## config.mk

```make
export PLATFORM = sky130hd
export DESIGN_NAME = slc3_control_fsm_flat
export DESIGN_NICKNAME = d
export VERILOG_FILES = /design/src/rtl/slc3_control_fsm_pkg.sv /design/src/rtl/slc3_control_fsm_if.sv /design/src/rtl/slc3_control_fsm_wait_ctr.sv /design/src/rtl/slc3_control_fsm.sv /design/src/flat_wrapper.sv
export SDC_FILE = /design/constraint.sdc
export NUM_CORES = 1
export LEC_CHECK = 0
export ABC_AREA = 0
export CELL_PAD_IN_SITES_DETAIL_PLACEMENT = 2
export CELL_PAD_IN_SITES_GLOBAL_PLACEMENT = 2
export CORE_MARGIN = 4
export CORE_UTILIZATION = 25
export DETAILED_ROUTE_END_ITERATION = 10
export PLACE_DENSITY = 0.8
export SYNTH_ARGS = -nofsm -noshare
export SYNTH_HDL_FRONTEND = slang
export SYNTH_SLANG_ARGS = --single-unit
```

## constraint.sdc

```tcl
create_clock -name clk -period 1.95 [get_ports clk]
set_input_delay 0.39 -clock clk [delete_from_list [all_inputs] [get_ports clk]]
set_output_delay 0.39 -clock clk [all_outputs]
set_load 0.1 [all_outputs]
```

## src/rtl/slc3_control_fsm_pkg.sv

```systemverilog
// Shared types for the SLC-3 control unit: state enum, opcodes and mux/ALU encodings.
package slc3_ctrl_pkg;

    typedef enum logic [4:0] {
        S_HALTED, S_18, S_33, S_35, S_32,
        S_01, S_05, S_09, S_00, S_22,
        S_12, S_04, S_21, S_20,
        S_06, S_25, S_27,
        S_07, S_23, S_16,
        S_PAUSE1, S_PAUSE2
    } state_t;

    localparam logic [3:0] OP_BR    = 4'b0000;
    localparam logic [3:0] OP_ADD   = 4'b0001;
    localparam logic [3:0] OP_JSR   = 4'b0100;
    localparam logic [3:0] OP_AND   = 4'b0101;
    localparam logic [3:0] OP_LDR   = 4'b0110;
    localparam logic [3:0] OP_STR   = 4'b0111;
    localparam logic [3:0] OP_NOT   = 4'b1001;
    localparam logic [3:0] OP_JMP   = 4'b1100;
    localparam logic [3:0] OP_PAUSE = 4'b1101;

    localparam logic [1:0] PCMUX_PC1   = 2'b00;
    localparam logic [1:0] PCMUX_ADDER = 2'b10;

    localparam logic [1:0] ADDR2_ZERO   = 2'b00;
    localparam logic [1:0] ADDR2_SEXT6  = 2'b01;
    localparam logic [1:0] ADDR2_SEXT9  = 2'b10;
    localparam logic [1:0] ADDR2_SEXT11 = 2'b11;

    localparam logic [1:0] ALUK_ADD   = 2'b00;
    localparam logic [1:0] ALUK_AND   = 2'b01;
    localparam logic [1:0] ALUK_NOT   = 2'b10;
    localparam logic [1:0] ALUK_PASSA = 2'b11;

    function automatic logic is_mem_wait(state_t s);
        return (s == S_33) || (s == S_25) || (s == S_16);
    endfunction

endpackage

```

## src/rtl/slc3_control_fsm_if.sv

```systemverilog
// Control bundle between the SLC-3 sequencer (master) and the datapath (slave).
interface slc3_control_fsm_if;
    logic       Run, Continue, IR_5, IR_11, BEN;
    logic [3:0] Opcode;
    logic       LD_MAR, LD_MDR, LD_IR, LD_BEN, LD_CC, LD_REG, LD_PC, LD_LED;
    logic       GatePC, GateMDR, GateALU, GateMARMUX;
    logic [1:0] PCMUX, ADDR2MUX, ALUK;
    logic       DR, SR1MUX, SR2MUX, ADDR1MUX;
    logic       MIO_EN, Mem_OE, Mem_WE;

    modport master (
        input  Run, Continue, Opcode, IR_5, IR_11, BEN,
        output LD_MAR, LD_MDR, LD_IR, LD_BEN, LD_CC, LD_REG, LD_PC, LD_LED,
               GatePC, GateMDR, GateALU, GateMARMUX,
               PCMUX, DR, SR1MUX, SR2MUX, ADDR1MUX, ADDR2MUX, ALUK,
               MIO_EN, Mem_OE, Mem_WE
    );

    modport slave (
        output Run, Continue, Opcode, IR_5, IR_11, BEN,
        input  LD_MAR, LD_MDR, LD_IR, LD_BEN, LD_CC, LD_REG, LD_PC, LD_LED,
               GatePC, GateMDR, GateALU, GateMARMUX,
               PCMUX, DR, SR1MUX, SR2MUX, ADDR1MUX, ADDR2MUX, ALUK,
               MIO_EN, Mem_OE, Mem_WE
    );
endinterface

```

## src/rtl/slc3_control_fsm_wait_ctr.sv

```systemverilog
// Memory-access hold counter: done flags the last cycle of a MEM_WAIT-long access.
module slc3_wait_ctr #(
    parameter int MEM_WAIT = 2
) (
    input  logic clk,
    input  logic reset,
    input  logic clr_i,
    input  logic en_i,
    output logic done_o
);

    logic [3:0] cnt_q;

    always_ff @(posedge clk) begin
        if (reset || clr_i) begin
            cnt_q <= 4'd0;
        end else if (en_i) begin
            cnt_q <= cnt_q + 4'd1;
        end
    end

    assign done_o = (cnt_q == 4'(MEM_WAIT - 1));

endmodule

```

## src/rtl/slc3_control_fsm.sv

```systemverilog
// SLC-3 instruction sequencer (Moore FSM). Define SLC3_PAUSE_EN to enable the PAUSE opcode.
module slc3_control_fsm
    import slc3_ctrl_pkg::*;
#(
    parameter int MEM_WAIT = 2
) (
    input  logic                 clk,
    input  logic                 reset,
    slc3_control_fsm_if.master   ctrl
);

    state_t state_q, state_d;
    logic   waitDone;

    // The counter sits at zero outside memory states, so every entry starts a fresh hold.
    slc3_wait_ctr #(.MEM_WAIT(MEM_WAIT)) u_wait (
        .clk    (clk),
        .reset  (reset),
        .clr_i  (!is_mem_wait(state_q)),
        .en_i   (is_mem_wait(state_q)),
        .done_o (waitDone)
    );

    always_ff @(posedge clk) begin
        if (reset) state_q <= S_HALTED;
        else       state_q <= state_d;
    end

`ifndef SLC3_PAUSE_EN
    logic unused_continue;
    assign unused_continue = ctrl.Continue;
`endif

    always_comb begin
        state_d          = state_q;
        ctrl.LD_MAR      = 1'b0;
        ctrl.LD_MDR      = 1'b0;
        ctrl.LD_IR       = 1'b0;
        ctrl.LD_BEN      = 1'b0;
        ctrl.LD_CC       = 1'b0;
        ctrl.LD_REG      = 1'b0;
        ctrl.LD_PC       = 1'b0;
        ctrl.LD_LED      = 1'b0;
        ctrl.GatePC      = 1'b0;
        ctrl.GateMDR     = 1'b0;
        ctrl.GateALU     = 1'b0;
        ctrl.GateMARMUX  = 1'b0;
        ctrl.PCMUX       = PCMUX_PC1;
        ctrl.DR          = 1'b0;
        ctrl.SR1MUX      = 1'b0;
        ctrl.SR2MUX      = 1'b0;
        ctrl.ADDR1MUX    = 1'b0;
        ctrl.ADDR2MUX    = ADDR2_ZERO;
        ctrl.ALUK        = ALUK_ADD;
        ctrl.MIO_EN      = 1'b0;
        ctrl.Mem_OE      = 1'b0;
        ctrl.Mem_WE      = 1'b0;

        case (state_q)
            S_HALTED: if (ctrl.Run) state_d = S_18;
            S_18: begin
                ctrl.GatePC = 1'b1;
                ctrl.LD_MAR = 1'b1;
                ctrl.LD_PC  = 1'b1;
                state_d     = S_33;
            end
            S_33, S_25: begin
                ctrl.Mem_OE = 1'b1;
                ctrl.MIO_EN = 1'b1;
                ctrl.LD_MDR = 1'b1;
                if (waitDone) state_d = (state_q == S_33) ? S_35 : S_27;
            end
            S_35: begin
                ctrl.GateMDR = 1'b1;
                ctrl.LD_IR   = 1'b1;
                state_d      = S_32;
            end
            S_32: begin
                ctrl.LD_BEN = 1'b1;
                case (ctrl.Opcode)
                    OP_ADD:   state_d = S_01;
                    OP_AND:   state_d = S_05;
                    OP_NOT:   state_d = S_09;
                    OP_BR:    state_d = S_00;
                    OP_JMP:   state_d = S_12;
                    OP_JSR:   state_d = S_04;
                    OP_LDR:   state_d = S_06;
                    OP_STR:   state_d = S_07;
`ifdef SLC3_PAUSE_EN
                    OP_PAUSE: state_d = S_PAUSE1;
`endif
                    default:  state_d = S_18;
                endcase
            end
            S_01, S_05, S_09: begin
                ctrl.SR1MUX  = 1'b1;
                ctrl.SR2MUX  = (state_q == S_09) ? 1'b0 : ctrl.IR_5;
                ctrl.ALUK    = (state_q == S_01) ? ALUK_ADD :
                               (state_q == S_05) ? ALUK_AND : ALUK_NOT;
                ctrl.GateALU = 1'b1;
                ctrl.LD_REG  = 1'b1;
                ctrl.LD_CC   = 1'b1;
                state_d      = S_18;
            end
            S_00: state_d = ctrl.BEN ? S_22 : S_18;
            S_22: begin
                ctrl.ADDR2MUX = ADDR2_SEXT9;
                ctrl.PCMUX    = PCMUX_ADDER;
                ctrl.LD_PC    = 1'b1;
                state_d       = S_18;
            end
            S_12, S_20: begin
                ctrl.SR1MUX   = 1'b1;
                ctrl.ADDR1MUX = 1'b1;
                ctrl.PCMUX    = PCMUX_ADDER;
                ctrl.LD_PC    = 1'b1;
                state_d       = S_18;
            end
            S_04: begin
                ctrl.GatePC = 1'b1;
                ctrl.DR     = 1'b1;
                ctrl.LD_REG = 1'b1;
                state_d     = ctrl.IR_11 ? S_21 : S_20;
            end
            S_21: begin
                ctrl.ADDR2MUX = ADDR2_SEXT11;
                ctrl.PCMUX    = PCMUX_ADDER;
                ctrl.LD_PC    = 1'b1;
                state_d       = S_18;
            end
            S_06, S_07: begin
                ctrl.SR1MUX     = 1'b1;
                ctrl.ADDR1MUX   = 1'b1;
                ctrl.ADDR2MUX   = ADDR2_SEXT6;
                ctrl.GateMARMUX = 1'b1;
                ctrl.LD_MAR     = 1'b1;
                state_d         = (state_q == S_06) ? S_25 : S_23;
            end
            S_27: begin
                ctrl.GateMDR = 1'b1;
                ctrl.LD_REG  = 1'b1;
                ctrl.LD_CC   = 1'b1;
                state_d      = S_18;
            end
            S_23: begin
                ctrl.ALUK    = ALUK_PASSA;
                ctrl.GateALU = 1'b1;
                ctrl.LD_MDR  = 1'b1;
                state_d      = S_16;
            end
            S_16: begin
                ctrl.Mem_WE = 1'b1;
                if (waitDone) state_d = S_18;
            end
`ifdef SLC3_PAUSE_EN
            S_PAUSE1: begin
                ctrl.LD_LED = 1'b1;
                if (ctrl.Continue) state_d = S_PAUSE2;
            end
            S_PAUSE2: begin
                ctrl.LD_LED = 1'b1;
                if (!ctrl.Continue) state_d = S_18;
            end
`endif
            default: state_d = S_HALTED;
        endcase
    end

endmodule

```

## src/flat_wrapper.sv

```systemverilog
// flat-port wrapper written by rule: the top's interface ports become plain ports
module slc3_control_fsm_flat import slc3_ctrl_pkg::*;
#(
    parameter int MEM_WAIT = 2
)
  (clk, reset, ctrl_Run, ctrl_Continue, ctrl_Opcode, ctrl_IR_5, ctrl_IR_11, ctrl_BEN, ctrl_LD_MAR, ctrl_LD_MDR, ctrl_LD_IR, ctrl_LD_BEN, ctrl_LD_CC, ctrl_LD_REG, ctrl_LD_PC, ctrl_LD_LED, ctrl_GatePC, ctrl_GateMDR, ctrl_GateALU, ctrl_GateMARMUX, ctrl_PCMUX, ctrl_DR, ctrl_SR1MUX, ctrl_SR2MUX, ctrl_ADDR1MUX, ctrl_ADDR2MUX, ctrl_ALUK, ctrl_MIO_EN, ctrl_Mem_OE, ctrl_Mem_WE);
  slc3_control_fsm_if ctrl_i ();
  input  logic clk;
  input  logic reset;
  input wire logic [$bits(ctrl_i.Run)-1:0] ctrl_Run;
  input wire logic [$bits(ctrl_i.Continue)-1:0] ctrl_Continue;
  input wire logic [$bits(ctrl_i.Opcode)-1:0] ctrl_Opcode;
  input wire logic [$bits(ctrl_i.IR_5)-1:0] ctrl_IR_5;
  input wire logic [$bits(ctrl_i.IR_11)-1:0] ctrl_IR_11;
  input wire logic [$bits(ctrl_i.BEN)-1:0] ctrl_BEN;
  output wire logic [$bits(ctrl_i.LD_MAR)-1:0] ctrl_LD_MAR;
  output wire logic [$bits(ctrl_i.LD_MDR)-1:0] ctrl_LD_MDR;
  output wire logic [$bits(ctrl_i.LD_IR)-1:0] ctrl_LD_IR;
  output wire logic [$bits(ctrl_i.LD_BEN)-1:0] ctrl_LD_BEN;
  output wire logic [$bits(ctrl_i.LD_CC)-1:0] ctrl_LD_CC;
  output wire logic [$bits(ctrl_i.LD_REG)-1:0] ctrl_LD_REG;
  output wire logic [$bits(ctrl_i.LD_PC)-1:0] ctrl_LD_PC;
  output wire logic [$bits(ctrl_i.LD_LED)-1:0] ctrl_LD_LED;
  output wire logic [$bits(ctrl_i.GatePC)-1:0] ctrl_GatePC;
  output wire logic [$bits(ctrl_i.GateMDR)-1:0] ctrl_GateMDR;
  output wire logic [$bits(ctrl_i.GateALU)-1:0] ctrl_GateALU;
  output wire logic [$bits(ctrl_i.GateMARMUX)-1:0] ctrl_GateMARMUX;
  output wire logic [$bits(ctrl_i.PCMUX)-1:0] ctrl_PCMUX;
  output wire logic [$bits(ctrl_i.DR)-1:0] ctrl_DR;
  output wire logic [$bits(ctrl_i.SR1MUX)-1:0] ctrl_SR1MUX;
  output wire logic [$bits(ctrl_i.SR2MUX)-1:0] ctrl_SR2MUX;
  output wire logic [$bits(ctrl_i.ADDR1MUX)-1:0] ctrl_ADDR1MUX;
  output wire logic [$bits(ctrl_i.ADDR2MUX)-1:0] ctrl_ADDR2MUX;
  output wire logic [$bits(ctrl_i.ALUK)-1:0] ctrl_ALUK;
  output wire logic [$bits(ctrl_i.MIO_EN)-1:0] ctrl_MIO_EN;
  output wire logic [$bits(ctrl_i.Mem_OE)-1:0] ctrl_Mem_OE;
  output wire logic [$bits(ctrl_i.Mem_WE)-1:0] ctrl_Mem_WE;
  assign ctrl_i.Run = ctrl_Run;
  assign ctrl_i.Continue = ctrl_Continue;
  assign ctrl_i.Opcode = ctrl_Opcode;
  assign ctrl_i.IR_5 = ctrl_IR_5;
  assign ctrl_i.IR_11 = ctrl_IR_11;
  assign ctrl_i.BEN = ctrl_BEN;
  assign ctrl_LD_MAR = ctrl_i.LD_MAR;
  assign ctrl_LD_MDR = ctrl_i.LD_MDR;
  assign ctrl_LD_IR = ctrl_i.LD_IR;
  assign ctrl_LD_BEN = ctrl_i.LD_BEN;
  assign ctrl_LD_CC = ctrl_i.LD_CC;
  assign ctrl_LD_REG = ctrl_i.LD_REG;
  assign ctrl_LD_PC = ctrl_i.LD_PC;
  assign ctrl_LD_LED = ctrl_i.LD_LED;
  assign ctrl_GatePC = ctrl_i.GatePC;
  assign ctrl_GateMDR = ctrl_i.GateMDR;
  assign ctrl_GateALU = ctrl_i.GateALU;
  assign ctrl_GateMARMUX = ctrl_i.GateMARMUX;
  assign ctrl_PCMUX = ctrl_i.PCMUX;
  assign ctrl_DR = ctrl_i.DR;
  assign ctrl_SR1MUX = ctrl_i.SR1MUX;
  assign ctrl_SR2MUX = ctrl_i.SR2MUX;
  assign ctrl_ADDR1MUX = ctrl_i.ADDR1MUX;
  assign ctrl_ADDR2MUX = ctrl_i.ADDR2MUX;
  assign ctrl_ALUK = ctrl_i.ALUK;
  assign ctrl_MIO_EN = ctrl_i.MIO_EN;
  assign ctrl_Mem_OE = ctrl_i.Mem_OE;
  assign ctrl_Mem_WE = ctrl_i.Mem_WE;
  slc3_control_fsm #(.MEM_WAIT(MEM_WAIT)) u_core (.clk(clk), .reset(reset), .ctrl(ctrl_i));
endmodule
```

==> impl_metrics.env, run 1 <==
export IMPL_regArea_um2=198.9
export IMPL_nets=247
export IMPL_hold_start="u_core.u_wait.cnt_q[3]$_SDFFE_PP0N_"
export IMPL_violations="setup timing"
export IMPL_cts_tree="built"
export IMPL_cap_violations=0
export IMPL_p_leak_nw=0.9979
export IMPL_synth_ff_type="dfxtp_1"
export IMPL_rrSetupSlack_ns=-0.02
export IMPL_worstMarginPinSlew_ns=0.5475
export IMPL_multiInputGateArea_um2=1157
export IMPL_grt_pass1_wl_um=9853
export IMPL_antenna_found_initial=0
export IMPL_routed_wl_um=8260
export IMPL_syn2layout_area_growth_pct=113.9
export IMPL_netlist_area_um2=1169
export IMPL_synth_edff_count=0
export IMPL_place_gp_congestion=0.8621
export IMPL_async_reset_ff_frac=0
export IMPL_hold_depth=2
export IMPL_cp_required_ns=1.56
export IMPL_synthDistinctLibCells=56
export IMPL_outcome="finished, violations left"
export IMPL_grt_max_degree=17
export IMPL_final_max_slew_violation_count=0
export IMPL_htreeDepth=1
export IMPL_grt_pass1_vias=1712
export IMPL_pin_count=36
export IMPL_clk_latency_ns=0.25
export IMPL_antenna_left=0
export IMPL_clkSlewWorstSetupHoldPaths_ns=0.06
export IMPL_cts_buffer_depth=2
export IMPL_timing_final_hold_violations=0
export IMPL_maxSlewHeadroom=0.6338
export IMPL_n_antenna_cell=0
export IMPL_worstSetupStartpointType="flop"
export IMPL_fin_crit_sh=1.068
export IMPL_hp_class="flop to flop"
export IMPL_period_needed_ns=2.083
export IMPL_via_count=1585
export IMPL_yosys_warnings=0
export IMPL_reg2reg_from="u_core.state_q[0]$_SDFFE_PP0P_"
export IMPL_netlist_instances=163
export IMPL_numClockSinks=9
export IMPL_num_rows=24
export IMPL_die_width_um=76.37
export IMPL_crit_arrival_ns=1.69
export IMPL_yosysSeqAreaShare=0.1542
export IMPL_critPathMaxFanout=5
export IMPL_layout_setup_ws_ns=-0.1328
export IMPL_setup_violations=16
export IMPL_ff2ff_path_depth=8
export IMPL_portBuffers=32
export IMPL_root_buffer="clkbuf_8"
export IMPL_ir_worst_vdd_v=0.0005084
export IMPL_vias_per_cell=5.661
export IMPL_layout_drive_gt1_share=0.5965
export IMPL_start_util=0.2630
export IMPL_ys_ff_latch=9
export IMPL_dp_hpwl_um=4463
export IMPL_grt_use_total=0.2153
export IMPL_drcViolationCount=0
export IMPL_timing_fmax_mhz=480.1
export IMPL_dpl_worst_slack_ns=-0.3148
export IMPL_numCtsBuffers=3
export IMPL_hold_buffers=0
export IMPL_core_area_um2=4444
export IMPL_crit_type="flop to output pin"
export IMPL_powerDensity_nw_per_um2=1109
export IMPL_drtPass1Iterations=4
export IMPL_die_area_um2=5832
export IMPL_gr_total_overflow=0
export IMPL_dp_cells=253
export IMPL_power_mw=2.772
export IMPL_fin_skew_ns=0.01500
export IMPL_wl_per_cell_um=29.50
export IMPL_layoutNonFillerInstCount=280
export IMPL_die_h_um=76.37
export IMPL_synth_area_per_cell_um2=7.169
export IMPL_fill_cells=426
export IMPL_drt_iter0_markers=140
export IMPL_rsz0062_at_grt="yes"
export IMPL_r2r_end="u_core.state_q[0]$_SDFFE_PP0P_"
export IMPL_hold_end="u_core.u_wait.cnt_q[3]$_SDFFE_PP0N_"
export IMPL_end_kind="output pin"
## layout make-up
type	count	share of cell area
well taps	52	0.02603
clock buffers	4	0.01802
multi-input cells	129	0.4630
flip-flops and latches	9	0.07958
repair buffers	78	0.3994
inverters	8	0.01401
## how the worst max path moves through the flow
stage	endpoint	from	cells after the start
after floorplan	ctrl_LD_REG	u_core.state_q[3]$_SDFFE_PP0P_	5
after CTS	ctrl_GateALU	u_core.state_q[4]$_SDFFE_PP0P_	6
final	ctrl_ADDR2MUX[0]	u_core.state_q[1]$_SDFFE_PP0P_	4
after global placement	u_core.state_q[1]$_SDFFE_PP0P_	ctrl_Opcode[0]	8
after global routing	ctrl_ADDR2MUX[0]	u_core.state_q[1]$_SDFFE_PP0P_	4
after detailed placement	u_core.state_q[1]$_SDFFE_PP0P_	ctrl_Opcode[0]	8
## report_power, final
part | switching, mW | total (mW) | internal [mW]
clock | 0.105 | 0.249 | 0.144
sequential | 0.0817 | 0.301 | 0.219
combinational | 1.36 | 2.22 | 0.857
total | 1.55 | 2.77 | 1.22
## critical path: stages (launching register included)
cell and delay, ns:
dfxtp_4 0.38, nand2b_1 0.34, or2_4 0.39, o31ai_2 0.10, buf_12 0.22
## cells in the mapped netlist, drive strengths merged (4+ instances only)
library cell  number  area share
o21ai              7       0.030
buf               16       0.085
nand2b             4       0.024
nor2              18       0.060
dfxtp              9        0.15
inv                8       0.026
nor2b              5       0.029
nand2             12       0.039
ha                 7       0.075
a22o               4       0.030
nor3               6       0.026
a21oi             14       0.060
## cells by family (layout without fill, tap and decap cells)
logic type	count (synthesis)	count (layout)	synth area share
AO/OA/AOI/OAI	47	47	0.2709
XOR/XNOR	5	5	0.03748
adder cells (fa/ha/maj)	7	7	0.07494
buffers and inverters	26	90	0.1178
flip-flops	9	9	0.1542
other	1	2	0.003209
AND/OR/NAND/NOR	68	68	0.3415
## placed cells by master (no fill, tap or decap), drive strengths merged, types with 4 or more instances in the layout
cell / Yosys / final
buf: 16 / 68
nor2: 18 / 18
inv: 8 / 8
clkdlybuf4s50: 0 / 7
clkbuf: 2 / 5
dfxtp: 9 / 9
nand2: 12 / 12
ha: 7 / 7
a22o: 4 / 4
nor3: 6 / 6
nand2b: 4 / 4
o21ai: 7 / 7
a21oi: 14 / 14
nor2b: 5 / 5
## timing repair
item,CTS,global route
pin swaps,6,10
buffers inserted,7,15
setup endpoints to repair,21,24
gates resized for setup,24,40
gates cloned,0,1
## flip-flops by register name (all words and copies together), names as in the netlist
name	flops
u_core.state_q	5
u_core.u_wait.cnt_q	4
## per-stage QoR
step	util	setup TNS, ns	area [um2]	hold WS (ns)
after floorplan	-	-3.998	1394	0.4337
after global placement	0.4541	-0.3520	2018	0.4450
after detailed placement	0.4541	-0.8884	2018	0.4729
after CTS	0.4963	-0.2059	2206	0.5073
after global routing	0.5625	-1.526	2500	0.5735
final	0.5625	-0.8051	2500	0.5269
## per-layer routing
layer,vias up,GRT usage,part of all wire
li1,704,-,-
met1,806,0.2293,0.39
met4,0,0.1178,0.048
met5,-,0,0
met3,22,0.03191,0.031
met2,53,0.4025,0.53
Note: power is estimated with default switching activity, not from simulation.
==> run 2: changes to the inputs <==
Clock period 1.95 ns to 2.15 ns, I/O delays scaled along.
==> run 2 against run 1 <==
Net effect: the run now ends clean; count of clock-buffer cells in the layout did not move; hold slack worse by 0.027 ns; critical path depth increased by 2; critical path type unchanged.
==> impl_metrics.env, run 2 (synthesis results as in run 1) <==
export IMPL_grt_max_degree=18
export IMPL_place_area_um2=1979
export IMPL_timing_fmax_mhz=470.0
export IMPL_grt_pass1_wl_um=8418
export IMPL_period_needed_ns=2.128
export IMPL_p_int_mw=0.8873
export IMPL_die_area_um2=5832
export IMPL_dp_hpwl_um=4123
export IMPL_syn2layout_area_growth_pct=83.30
export IMPL_grt_use_total=0.1791
export IMPL_place_gp_congestion=0.8883
export IMPL_powerDensity_nw_per_um2=954.8
export IMPL_cp_required_ns=1.72
export IMPL_num_rows=24
export IMPL_crit_arrival_ns=1.70
export IMPL_hp_class="flop to flop"
export IMPL_layout_commonest_cell="buf_12"
export IMPL_worstSetupStartpointType="flop"
export IMPL_power_frac_comb=0.790
export IMPL_final_cell_mix="24 x buf_12, 23 x buf_4, 12 x nor2_1"
export IMPL_clk_latency_ns=0.23
export IMPL_power_mw=2.045
export IMPL_fill_cells=470
export IMPL_ir_worst_vdd_v=0.0004760
export IMPL_critPathMaxFanout=11
export IMPL_vias_per_cell=5.500
export IMPL_end_kind="output pin"
export IMPL_crit_type="flop to output pin"
export IMPL_layoutNonFillerInstCount=260
export IMPL_root_buffer="clkbuf_8"
export IMPL_largest_register="u_core.state_q"
export IMPL_n_antenna_cell=0
export IMPL_p_leak_nw=0.8327
export IMPL_wl_per_cell_um=21.28
export IMPL_fin_crit_sh=0.9897
export IMPL_outcome="complete, no violations"
export IMPL_drcViolationCount=0
export IMPL_drt_iter0_markers=63
export IMPL_cap_violations=0
export IMPL_final_max_slew_violation_count=0
export IMPL_clkSlewWorstSetupHoldPaths_ns=0.04
export IMPL_antenna_found_initial=0
export IMPL_p_seq_frac=0.113
export IMPL_core_area_um2=4444
export IMPL_routed_wl_um=5532
export IMPL_numCtsBuffers=3
export IMPL_htreeDepth=1
export IMPL_pin_count=36
export IMPL_numClockSinks=9
export IMPL_reg_largest_list="u_core.state_q: 5 flops, u_core.u_wait.cnt_q: 4 flops"
export IMPL_finalSetupTns_ns=0
export IMPL_nets=227
export IMPL_via_count=1430
export IMPL_final_util=0.4820
export IMPL_setup_violations=0
export IMPL_hold_slack_ns=0.4994
export IMPL_p_switching_mw=1.158
export IMPL_timing_final_hold_violations=0
export IMPL_clkPwrFrac=0.096
export IMPL_drtPass1Iterations=4
export IMPL_largest_reg_flops=5
export IMPL_cts_tree="built"
export IMPL_fin_skew_ns=0.001968
export IMPL_fin_area_um2=2142
export IMPL_hold_buffers=0
export IMPL_swShare=0.5662
export IMPL_portBuffers=32
export IMPL_dp_cells=249
export IMPL_die_h_um=76.37
export IMPL_layout_setup_ws_ns=0.02219
export IMPL_start_util=0.2630
export IMPL_gr_total_overflow=0
export IMPL_dpl_worst_slack_ns=-0.1789
export IMPL_cts_buffer_depth=2
export IMPL_antenna_left=0
export IMPL_die_width_um=76.37
export IMPL_grt_pass1_vias=1538
export IMPL_layout_drive_gt1_share=0.4519
-- run 2: cell types whose count changed in the layout (fill, tap and decap cells not counted), moves of 3 or more --
| cell | change |
|---|---|
| a21oi_2 | -4 |
| nand2_2 | -5 |
| nand2_1 | +5 |
| buf_6 | -6 |
| buf_4 | -10 |
| buf_12 | -3 |
| a21oi_1 | +4 |
-- run 2: timing repair --
item	in CTS	in global routing
setup buffers	2	5
gates resized for setup	9	9
endpoints found under the setup margin	15	12
pin swaps	0	4
-- run 2: worst paths after layout --
path / startpoint / to / slack, ns / depth (start not counted)
setup / recovery: u_core.state_q[1]$_SDFFE_PP0P_ / ctrl_SR1MUX / 0.02 / 6
hold / removal: u_core.u_wait.cnt_q[0]$_SDFFE_PP0N_ / u_core.u_wait.cnt_q[0]$_SDFFE_PP0N_ / 0.50 / 1
setup reg to reg: u_core.u_wait.cnt_q[0]$_SDFFE_PP0N_ / u_core.state_q[2]$_SDFFE_PP0P_ / 0.30 / 6
hold reg to reg: u_core.u_wait.cnt_q[0]$_SDFFE_PP0N_ / u_core.u_wait.cnt_q[0]$_SDFFE_PP0N_ / 0.50 / 1
-- run 2: worst max-delay path: stages (launching register included) --
cell	delay [ns]
dfxtp_1	0.42
buf_6	0.20
nand2_1	0.13
a21oi_1	0.20
a2bb2oi_1	0.23
o21ai_2	0.10
buf_12	0.17
-- run 2: cell type report --
| type | instances | area, um2 | share of cell area |
|---|---|---|---|
| inverters | 8 | 32.53 | 0.01519 |
| well taps | 52 | 65.06 | 0.03037 |
| multi-input cells | 129 | 1042 | 0.4866 |
| clock buffers | 4 | 45.04 | 0.02103 |
| flip-flops and latches | 9 | 191.4 | 0.08937 |
| repair buffers | 58 | 765.7 | 0.3575 |
-- run 2: routing by layer --
layer / track usage / vias up / wire, um
met3: 0.02719 / 9 / 267
met2: 0.3366 / 38 / 2993
met1: 0.2116 / 718 / 2198
met5: 0 / - / 0
met4: 0.03986 / 0 / 72
li1: - / 665 / -
-- run 2: power groups by stage --
stage / logic (mW) / clock network [mW] / registers [mW]
after floorplan: 1.06 / 0 / 0.204
after global placement: 1.49 / 0 / 0.226
after detailed placement: 1.55 / 0 / 0.229
after CTS: 1.56 / 0.203 / 0.226
after global routing: 1.70 / 0.220 / 0.233
final: 1.62 / 0.197 / 0.232
==> run 3: changes to the inputs <==
Settings changed: CAP_MARGIN set to 0.
Clock period 2.15 ns to 2.1 ns, I/O delays scaled along.
==> run 3 against run 2 <==
Net effect: global-route usage up 0.48 points; count of clock-buffer cells in the layout unchanged; critical path type unchanged; clock skew up 0.0033 ns; first-iteration DRC count down 46%; critical endpoint is now ctrl_ADDR2MUX[0]; sequential share of layout area up 0.18 points; non-clock buffer count unchanged; combinational power about the same; flip-flop and latch count unchanged; highest routed layer unchanged; wire length down 2.3%.
==> impl_metrics.env, run 3 (synthesis results as in run 1) <==
export IMPL_end_kind="output pin"
export IMPL_p_leak_nw=0.8399
export IMPL_crit_start="u_core.state_q[3]$_SDFFE_PP0P_"
export IMPL_crit_type="flop to output pin"
export IMPL_cp_num_buf_inv=1
export IMPL_pin_count=36
export IMPL_wl_per_cell_um=20.78
export IMPL_place_area_um2=2019
export IMPL_ir_worst_vdd_v=0.0006168
export IMPL_die_h_um=76.37
export IMPL_layout_drive_gt1_share=0.4567
export IMPL_grt_max_degree=16
export IMPL_crit_family="simple AND/OR/NAND/NOR gates"
export IMPL_crit_arrival_ns=1.66
export IMPL_grt_pass1_vias=1614
export IMPL_rsz0062_at_grt="yes"
export IMPL_powerDensity_nw_per_um2=983.4
export IMPL_period_needed_ns=2.080
export IMPL_drtPass1Iterations=4
export IMPL_core_area_um2=4444
export IMPL_syn2layout_area_growth_pct=84.37
export IMPL_cp_endpoint="ctrl_ADDR2MUX[0]"
export IMPL_slowest_delay_ns=0.44
export IMPL_clkSlewWorstSetupHoldPaths_ns=0.05
export IMPL_clk_latency_ns=0.24
export IMPL_die_area_um2=5832
export IMPL_cap_violations=0
export IMPL_grt_use_total=0.1839
export IMPL_nets=227
export IMPL_r2r_end="u_core.state_q[3]$_SDFFE_PP0P_"
export IMPL_outcome="complete, no violations"
export IMPL_fin_area_um2=2155
export IMPL_reg_largest_list="u_core.state_q: 5 flops, u_core.u_wait.cnt_q: 4 flops"
export IMPL_cp_required_ns=1.68
export IMPL_antenna_left=0
export IMPL_antenna_found_initial=0
export IMPL_hp_class="flop to flop"
export IMPL_cts_buffer_depth=2
export IMPL_layout_setup_ws_ns=0.01967
export IMPL_timing_fmax_mhz=480.7
export IMPL_vias_per_cell=5.427
export IMPL_setup_violations=0
export IMPL_ff2ff_path_depth=5
export IMPL_num_rows=24
export IMPL_n_antenna_cell=0
export IMPL_dp_hpwl_um=4054
export IMPL_critPathMaxFanout=10
export IMPL_die_width_um=76.37
export IMPL_dp_cells=251
export IMPL_final_max_slew_violation_count=0
export IMPL_cts_tree="built"
export IMPL_layoutNonFillerInstCount=260
export IMPL_numCtsBuffers=3
export IMPL_numClockSinks=9
export IMPL_layout_commonest_cell="buf_12"
export IMPL_final_cell_mix="25 x buf_12, 24 x buf_4, 12 x nor2_1"
export IMPL_via_count=1411
export IMPL_drt_iter0_markers=34
export IMPL_gr_total_overflow=0
export IMPL_critPathSlowestCell="or3b_4"
export IMPL_timing_final_hold_violations=0
export IMPL_finalSetupTns_ns=0
export IMPL_crit_chain="or3b_4 > or2_4 > o31ai_2 > buf_12"
export IMPL_fin_crit_sh=0.9906
export IMPL_rrSetupSlack_ns=0.35
export IMPL_worstSetupStartpointType="flop"
export IMPL_grt_pass1_wl_um=8631
export IMPL_largest_reg_flops=5
export IMPL_hold_buffers=0
export IMPL_drcViolationCount=0
export IMPL_portBuffers=32
export IMPL_start_util=0.2630
export IMPL_routed_wl_um=5403
export IMPL_fin_skew_ns=0.005222
export IMPL_reg2reg_from="u_core.u_wait.cnt_q[0]$_SDFFE_PP0N_"
export IMPL_cp_depth=4
export IMPL_dpl_worst_slack_ns=-0.1934
export IMPL_place_gp_congestion=0.8956
export IMPL_final_util=0.4848
export IMPL_root_buffer="clkbuf_8"
export IMPL_fill_cells=472
export IMPL_htreeDepth=1
export IMPL_largest_register="u_core.state_q"
run 3: how the worst min path moves through the flow:
| stage | from | to | slack [ns] | cells after the start |
|---|---|---|---|---|
| 3_5_place_dp | u_core.u_wait.cnt_q[0]$_SDFFE_PP0N_ | u_core.u_wait.cnt_q[0]$_SDFFE_PP0N_ | 0.46 | 1 |
| 6_report | u_core.u_wait.cnt_q[0]$_SDFFE_PP0N_ | u_core.u_wait.cnt_q[0]$_SDFFE_PP0N_ | 0.53 | 1 |
| 4_1_cts | u_core.u_wait.cnt_q[0]$_SDFFE_PP0N_ | u_core.u_wait.cnt_q[0]$_SDFFE_PP0N_ | 0.54 | 1 |
| 3_3_place_gp | u_core.u_wait.cnt_q[0]$_SDFFE_PP0N_ | u_core.u_wait.cnt_q[0]$_SDFFE_PP0N_ | 0.44 | 1 |
| 5_1_grt | u_core.u_wait.cnt_q[0]$_SDFFE_PP0N_ | u_core.u_wait.cnt_q[0]$_SDFFE_PP0N_ | 0.56 | 1 |
| 2_1_floorplan | u_core.u_wait.cnt_q[0]$_SDFFE_PP0N_ | u_core.u_wait.cnt_q[0]$_SDFFE_PP0N_ | 0.43 | 1 |
run 3: where the power goes:
| group | internal (mW) | switching [mW] |
|---|---|---|
| clock network | 0.133 | 0.0742 |
| logic | 0.602 | 1.05 |
| registers | 0.201 | 0.0606 |
run 3: repair_timing:
action / 4_1_cts / 5_1_grt
resized for setup: 12 / 6
endpoints found under the setup margin: 17 / 8
pin swaps: 1 / 4
setup buffers: 4 / 1
run 3: layout make-up:
type,instances,area (um2),area share
multi-input cells,129,1045,0.4849
repair buffers,58,770.7,0.3577
flip-flops and latches,9,196.4,0.09117
well taps,52,65.06,0.03020
clock buffers,4,45.04,0.02091
inverters,8,32.53,0.01510
run 3: metal layers:
layer	wire (um)	vias up	part of all wire	global-route usage
met5	0	-	0	0
met4	122	0	0.023	0.05072
met3	185	13	0.034	0.04019
met2	2887	33	0.53	0.3533
met1	2208	702	0.41	0.1999
li1	-	663	-	-
run 3: through the flow:
step / total power, mW / hold WS (ns)
global placement: 1.783 / 0.4448
detailed placement: 1.846 / 0.4644
floorplan: 1.299 / 0.4337
global route: 2.237 / 0.5616
CTS: 2.087 / 0.5433
finish: 2.119 / 0.5333
